File: config.mk
export PLATFORM = sky130hd
export DESIGN_NAME = booth_seq_arbiter
export DESIGN_NICKNAME = d
export VERILOG_FILES = /design/src/rtl/booth_seq_arbiter.sv
export SDC_FILE = /design/constraint.sdc
export NUM_CORES = 1
export LEC_CHECK = 0
export CAP_MARGIN = 30
export CORE_MARGIN = 2
export CORE_UTILIZATION = 45
export DETAILED_ROUTE_END_ITERATION = 7
export PLACE_DENSITY = 0.71
export RECOVER_POWER = 25
export SYNTH_ARGS = -nofsm -noshare
export SYNTH_HDL_FRONTEND = slang
export SYNTH_SLANG_ARGS = --single-unit
File: constraint.sdc
create_clock -name clk -period 10 [get_ports clk]
set_clock_uncertainty 0.1 [all_clocks]
set_input_delay 2 -clock clk [delete_from_list [all_inputs] [get_ports clk]]
set_output_delay 2 -clock clk [all_outputs]
set_load 0.005 [all_outputs]
File: src/rtl/booth_seq_arbiter.sv
// ---------------------------------------------------------------------------
// booth_seq_arbiter
//
// Two-requester front end feeding a sequential radix-2 Booth multiplier.
// While idle, a round-robin arbiter picks one of the two requesters and
// accepts its signed operand pair. The product is then built one multiplier
// bit per cycle over WIDTH cycles and offered on a valid/ready response port
// together with the id of the requester that owns it.
//
// Ports
//   clk                     rising-edge clock for all state
//   rst                     synchronous active-high reset
//   req0_valid/req0_ready   requester 0 handshake
//   req0_x, req0_y          requester 0 multiplier / multiplicand (signed)
//   req1_valid/req1_ready   requester 1 handshake
//   req1_x, req1_y          requester 1 multiplier / multiplicand (signed)
//   rsp_valid/rsp_ready     response handshake
//   rsp_prod                2*WIDTH-bit signed product
//   rsp_id                  requester that owns rsp_prod
//   busy                    high whenever an operation is in flight
// ---------------------------------------------------------------------------
module booth_seq_arbiter #(
   parameter int WIDTH = 4
) (
   input  logic               clk,
   input  logic               rst,
   input  logic               req0_valid,
   input  logic [WIDTH-1:0]   req0_x,
   input  logic [WIDTH-1:0]   req0_y,
   output logic               req0_ready,
   input  logic               req1_valid,
   input  logic [WIDTH-1:0]   req1_x,
   input  logic [WIDTH-1:0]   req1_y,
   output logic               req1_ready,
   output logic               rsp_valid,
   input  logic               rsp_ready,
   output logic [2*WIDTH-1:0] rsp_prod,
   output logic               rsp_id,
   output logic               busy
);

   localparam int PW = 2 * WIDTH;
   localparam int CW = (WIDTH > 1) ? $clog2(WIDTH) : 1;

   typedef enum logic [1:0] {
      IDLE,
      RUN,
      DONE
   } state_t;

   state_t            state_q, state_d;
   logic [WIDTH-1:0]  x_q, x_d;
   logic [WIDTH-1:0]  y_q, y_d;
   logic              id_q, id_d;
   logic              lastGrant_q, lastGrant_d;
   logic [PW-1:0]     acc_q, acc_d;
   logic              e_q, e_d;
   logic [CW-1:0]     cnt_q, cnt_d;
   logic [PW-1:0]     rspProd_q, rspProd_d;
   logic              rspId_q, rspId_d;

   logic              grant0;
   logic              grant1;
   logic [PW-1:0]     yShift;
   logic              xBit;
   logic [PW-1:0]     stepAcc;

   // Round-robin pick between the two requesters. A lone valid always wins;
   // on a tie the requester that was not served last goes first. lastGrant
   // comes out of reset as 1 so requester 0 takes the very first tie.
   always_comb begin
      grant0 = req0_valid & (~req1_valid | lastGrant_q);
      grant1 = req1_valid & (~req0_valid | ~lastGrant_q);
   end

   // Readies are only ever offered from IDLE and are forced low while reset
   // is asserted, so nothing can be accepted during a reset cycle.
   assign req0_ready = ~rst & (state_q == IDLE) & grant0;
   assign req1_ready = ~rst & (state_q == IDLE) & grant1;

   assign rsp_valid  = (state_q == DONE);
   assign rsp_prod   = rspProd_q;
   assign rsp_id     = rspId_q;
   assign busy       = (state_q != IDLE);

   // One Booth step. The multiplicand is sign-extended to the full product
   // width before it is shifted into position, and the add/subtract wraps
   // modulo 2^(2*WIDTH), which is exactly what two's complement needs.
   // The bit pair {x[i], E} decides: 10 starts a run of ones (subtract),
   // 01 ends one (add), 00/11 leave the accumulator alone.
   always_comb begin
      yShift  = {{WIDTH{y_q[WIDTH-1]}}, y_q} << cnt_q;
      xBit    = x_q[cnt_q];
      stepAcc = acc_q;
      case ({xBit, e_q})
         2'b10:   stepAcc = acc_q - yShift;
         2'b01:   stepAcc = acc_q + yShift;
         default: stepAcc = acc_q;
      endcase
   end

   // Next-state and datapath update. Everything holds by default; the
   // response registers are only written on the last RUN step so they keep
   // showing the previous result through IDLE and RUN.
   always_comb begin
      state_d     = state_q;
      x_d         = x_q;
      y_d         = y_q;
      id_d        = id_q;
      lastGrant_d = lastGrant_q;
      acc_d       = acc_q;
      e_d         = e_q;
      cnt_d       = cnt_q;
      rspProd_d   = rspProd_q;
      rspId_d     = rspId_q;

      case (state_q)
         IDLE: begin
            if (grant0) begin
               x_d         = req0_x;
               y_d         = req0_y;
               id_d        = 1'b0;
               lastGrant_d = 1'b0;
               acc_d       = '0;
               e_d         = 1'b0;
               cnt_d       = '0;
               state_d     = RUN;
            end else if (grant1) begin
               x_d         = req1_x;
               y_d         = req1_y;
               id_d        = 1'b1;
               lastGrant_d = 1'b1;
               acc_d       = '0;
               e_d         = 1'b0;
               cnt_d       = '0;
               state_d     = RUN;
            end
         end

         RUN: begin
            acc_d = stepAcc;
            e_d   = xBit;
            if (cnt_q == CW'(WIDTH - 1)) begin
               rspProd_d = stepAcc;
               rspId_d   = id_q;
               state_d   = DONE;
            end else begin
               cnt_d = cnt_q + CW'(1);
            end
         end

         DONE: begin
            if (rsp_ready) begin
               state_d = IDLE;
            end
         end

         default: begin
            state_d = IDLE;
         end
      endcase
   end

   // State register. Reset drops any operation in flight, clears the
   // datapath and the visible response, and re-arms the arbiter so that
   // requester 0 wins the first tie again.
   always_ff @(posedge clk) begin
      if (rst) begin
         state_q     <= IDLE;
         x_q         <= '0;
         y_q         <= '0;
         id_q        <= 1'b0;
         lastGrant_q <= 1'b1;
         acc_q       <= '0;
         e_q         <= 1'b0;
         cnt_q       <= '0;
         rspProd_q   <= '0;
         rspId_q     <= 1'b0;
      end else begin
         state_q     <= state_d;
         x_q         <= x_d;
         y_q         <= y_d;
         id_q        <= id_d;
         lastGrant_q <= lastGrant_d;
         acc_q       <= acc_d;
         e_q         <= e_d;
         cnt_q       <= cnt_d;
         rspProd_q   <= rspProd_d;
         rspId_q     <= rspId_d;
      end
   end

endmodule

* Yosys cells after proc, flatten, opt, wreduce, memory -nomap -nowiden
Cells that the tools add are included.
** Operators by class
- Add/subtract/negate cells :: 3
- Order comparisons :: 1
- Equal/unequal tests :: 9
- Shift-type cells :: 1
- Muxes and demuxes :: 24
- Bitwise logic cells :: 11
- Reductions and logical operators :: 9
** Operators by type and width (count)
- one-hot mux 8 bit (2 select lines) :: 2
- 2-to-1 mux 4 bit :: 4
- 2-to-1 mux 8 bit :: 2
- 2-to-1 mux 2 bit :: 7
- adder 8 bit :: 1
- left shift 8 x 2 -> 8 bit :: 1
- subtractor 8 bit :: 1
- == test 2 bit (second input constant) :: 3
- one-hot mux 2 bit (3 select lines) :: 1
- AND reduction 2 bit :: 3
- AND reduction 3 bit :: 2
- nonzero test 2 bit :: 3
- bitwise AND 1 bit :: 5
- 2-to-1 mux 1 bit :: 5
- == test 2 x 1 -> 1 bit (second input constant) :: 2
- inequality test 2 bit (second input constant) :: 2
- inverter 1 bit :: 4
- one-hot mux 2 bit (2 select lines) :: 1
- < comparator 2 x 3 -> 1 bit (second input constant) :: 1
- inequality test 3 bit (second input constant) :: 1
- adder 2 x 1 -> 2 bit (second input constant) :: 1
- binary-select mux 1 bit (select 2 bit) :: 1
- zero test 2 bit :: 1
- inequality test 2 x 1 -> 1 bit (second input constant) :: 1
- other kinds (2) :: 3
** Storage, ports and cells
- Bits in registers :: 32
- Output and inout port bits :: 13
- Word-level logic and storage cells :: 68

* Logic depth before layout (Yosys ltp)
- Depth in word-level cells :: 6
- Gate-level depth with buffers :: 16
- Gate-level depth less buffers :: 14

* Worst setup path before layout
OpenSTA, ideal clock, no wires.
- Path type :: input to output
- Start :: input req1_valid
- End :: output req0_ready
- Arrival time :: 2.658 ns
- Slack :: 5.242 ns
- Stages on the path :: 4
- Path buffers :: 1
- Path through :: inv_1 -> o21ai_0 -> buf_1 -> nor3_1
** On the way
- Word-level cells in the longest chain between the ends :: 4
** RTL lines
- from (decl) :: RTL line 31 : input logic req1_valid,
- inverter 1 bit :: RTL line 72 : grant0 = req0_valid & (~req1_valid | lastGrant_q);
- bitwise OR 1 bit :: RTL line 72
- bitwise AND 1 bit :: RTL line 72
- bitwise AND 1 bit :: RTL line 78 : assign req0_ready = ~rst & (state_q == IDLE) & grant0;
- to (decl) :: RTL line 30 : output logic req0_ready,
No other way between the ends.

* Worst setup path in the final report
- Start :: input rst
- End :: output req0_ready
** On the way
- Word-level cells in the longest chain between the ends :: 3
** RTL lines
- from (decl) :: RTL line 26 : input logic rst,
- inverter 1 bit :: RTL line 78
- bitwise AND 1 bit (2 in a row) :: RTL line 78
No other way between the ends.

==> out/metrics.yaml <==
reg2reg_depth: 12
antenna_left: 0
start_util: 0.473
holdPathStages: 2
cts.sink_count: 32
setup_viol: 0
status: "complete, but fails checks"
synth_area_leaders: "dfxtp_1 (31%), nor2_1 (8.3%), ha_1 (6.0%)"
start_kind: "input port"
ff_latch_area_um2: 641
hp-class: "register to register"
root_buffer: "clkbuf_8"
syn_to_final_growth_pct: 21.0
numPortBuffers: 33
p_leak_nw: 0.976
finalInstanceArea_mm2: 0.00253
ctsHoldBuffers: 0
die_y_um: 72.1
fin_nets: 320
antenna_found_initial: 0
slew-limit-headroom: -0.0944
worst_slew_pin_slew_ns: 1.64
core_area_mm2: 0.00441
avgSynthCellArea_um2: 7.94
drc: 0
grt.overflow.total: 0
synthFlopType: "dfxtp_1"
synth_async_sr_flop_share: 0
grt_max_degree: 40
worstSkewPairLatency_ns: 0.29
multi_input_area_mm2: 0.00136
max_freq_mhz: 154
syn-num-nets: 295
yosys.area.top_type: "dfxtp_1"
cts_tree: "done"
cts_max_level: 2
diodes: 0
ys_warn_count: 0
syn_inst: 263
fp.dieW_um: 72.1
maxSlewViolCount: 40
synth-seq-cells: 32
violations: "capacitance limit, slew limit"
rsz0062_at_grt: "false"
num_io_pins: 34
drv_cap: 1
worstPathRequired_ns: 7.90
period_share: 0.651
drt_wl_total_um: 4430
first_iter_violations: 75
clockBufferDepth: 2
peakVddDrop_mv: 0.0782
wire_per_inst_um: 13.0
criticalPathCategory: "input port to output pin"
post-cts-setup-buffers: 0
synth.top_cell.area_share: 0.307
drtPass1Iterations: 4
final.min_clock_period_ns: 6.51
powerDensity_mw_per_mm2: 146
num_rows: 24
final_cell_mix: "nor2_1 (46), dfxtp_1 (32), clkdlybuf4s50_1 (32)"
path_max_fanout: 39
seq_area_frac_synth: 0.307
grt_pass1_vias: 1753
grt_pass1_wl_um: 7830
dp_hpwl_um: 3290
end_kind: "output pin"
cts_resized: 0
path_clk_slew_ns: 0.07
num-fill-cells: 436
tns_ns: 0
numCtsBuffers: 5
post_dp_cell_area_mm2: 0.00243
synth_cell_types: 47
final_common_cell: "nor2_1"
finalHoldViolCount: 0
die_area_mm2: 0.00520
crit_arrival_ns: 4.41
grt_usage: 0.190
layout-drive-gt1-share: 0.0625
synth_edf_count: 0
routed_via_density: 5.57
synth.cell_area_mm2: 0.00209
gp_congestion: 0.832
vias: 1894
-- sequential cells by signal (all words and copies together), names as in the netlist --
signal and count:
lastGrant_q 1, state_q 2, cnt_q 2, e_q 1
id_q 1, y_q 4, rsp_id 1, acc_q 8
rsp_prod 8, x_q 4
-- power breakdown --
part           total [mW]  switching (mW)  internal (mW)
sequential          0.147          0.0115          0.135
combinational       0.116          0.0631         0.0526
clock               0.107          0.0458         0.0612
-- worst paths after layout --
kind | slack (ns) | endpoint | start
worst max-delay path | 3.49 | req0_ready | rst
worst min-delay path | 0.36 | rsp_id$_SDFFE_PP0P_ | rsp_id$_SDFFE_PP0P_
worst max register to register | 5.64 | acc_q[7]$_SDFFE_PP0P_ | cnt_q[0]$_SDFFE_PP0P_
worst min register to register | 0.36 | rsp_id$_SDFFE_PP0P_ | rsp_id$_SDFFE_PP0P_
-- cell type report --
type                       count  share of cell area
timing repair buffer          36               0.138
clock buffer                   7              0.0381
inverter                       5             0.00743
sequential                    32               0.254
multi-input combinational    208               0.537
tap                           52              0.0258
-- per-stage QoR --
step | cells | total power, mW | hold slack [ns] | worst slack [ns] | utilization
2_1_floorplan | 263 | 0.235 | 0.332 | 5.24 | -
3_3_place_gp | 333 | 0.263 | 0.345 | 4.43 | 0.551
3_5_place_dp | 333 | 0.266 | 0.353 | 4.40 | 0.551
4_1_cts | 340 | 0.373 | 0.362 | 4.38 | 0.573
5_1_grt | 340 | 0.395 | 0.381 | 3.23 | 0.572
6_report | 340 | 0.369 | 0.358 | 3.49 | 0.572
-- layer usage --
metal / GRT usage / part of all wire / vias up
li1: - / - / 999
met1: 0.242 / 0.46 / 850
met2: 0.312 / 0.48 / 36
met3: 0.0347 / 0.037 / 9
met4: 0.0860 / 0.021 / 0
met5: 0 / 0 / -
-- cell families (layout without fill, tap and decap cells) --
family | count (synthesis) | in the layout | share of synthesized area
AO/OA/AOI/OAI | 68 | 68 | 0.218
XOR/XNOR | 9 | 9 | 0.0378
adder cells (fa/ha/maj) | 11 | 11 | 0.0695
buffers and inverters | 23 | 48 | 0.0432
flip-flops | 32 | 32 | 0.307
multiplexers | 13 | 13 | 0.0767
AND/OR/NAND/NOR | 107 | 107 | 0.248
-- synth_stat cells (all sizes together) (2+ instances only) --
cell / number
nor2: 46
dfxtp: 32
a21oi: 19
nand2: 18
a211oi: 15
clkbuf: 14
ha: 10
mux2i: 10
nor3: 10
o21ai: 8
a22oi: 5
inv: 5
nand2b: 5
nor2b: 5
xnor2: 5
a311oi: 4
a31oi: 4
buf: 4
xor2: 4
a21o: 3
nand3: 3
nor3b: 3
nor4: 3
nor4b: 3
or2: 3
mux4: 2
nand3b: 2
o211ai: 2
o21bai: 2
-- critical path, cell delays in order --
cell and delay (ns):
dlygate4sd3_1 0.52, clkbuf_1 1.18, nor3_1 0.17, clkdlybuf4s50_1 0.52
No activity file was read; power rests on OpenSTA's default activity.
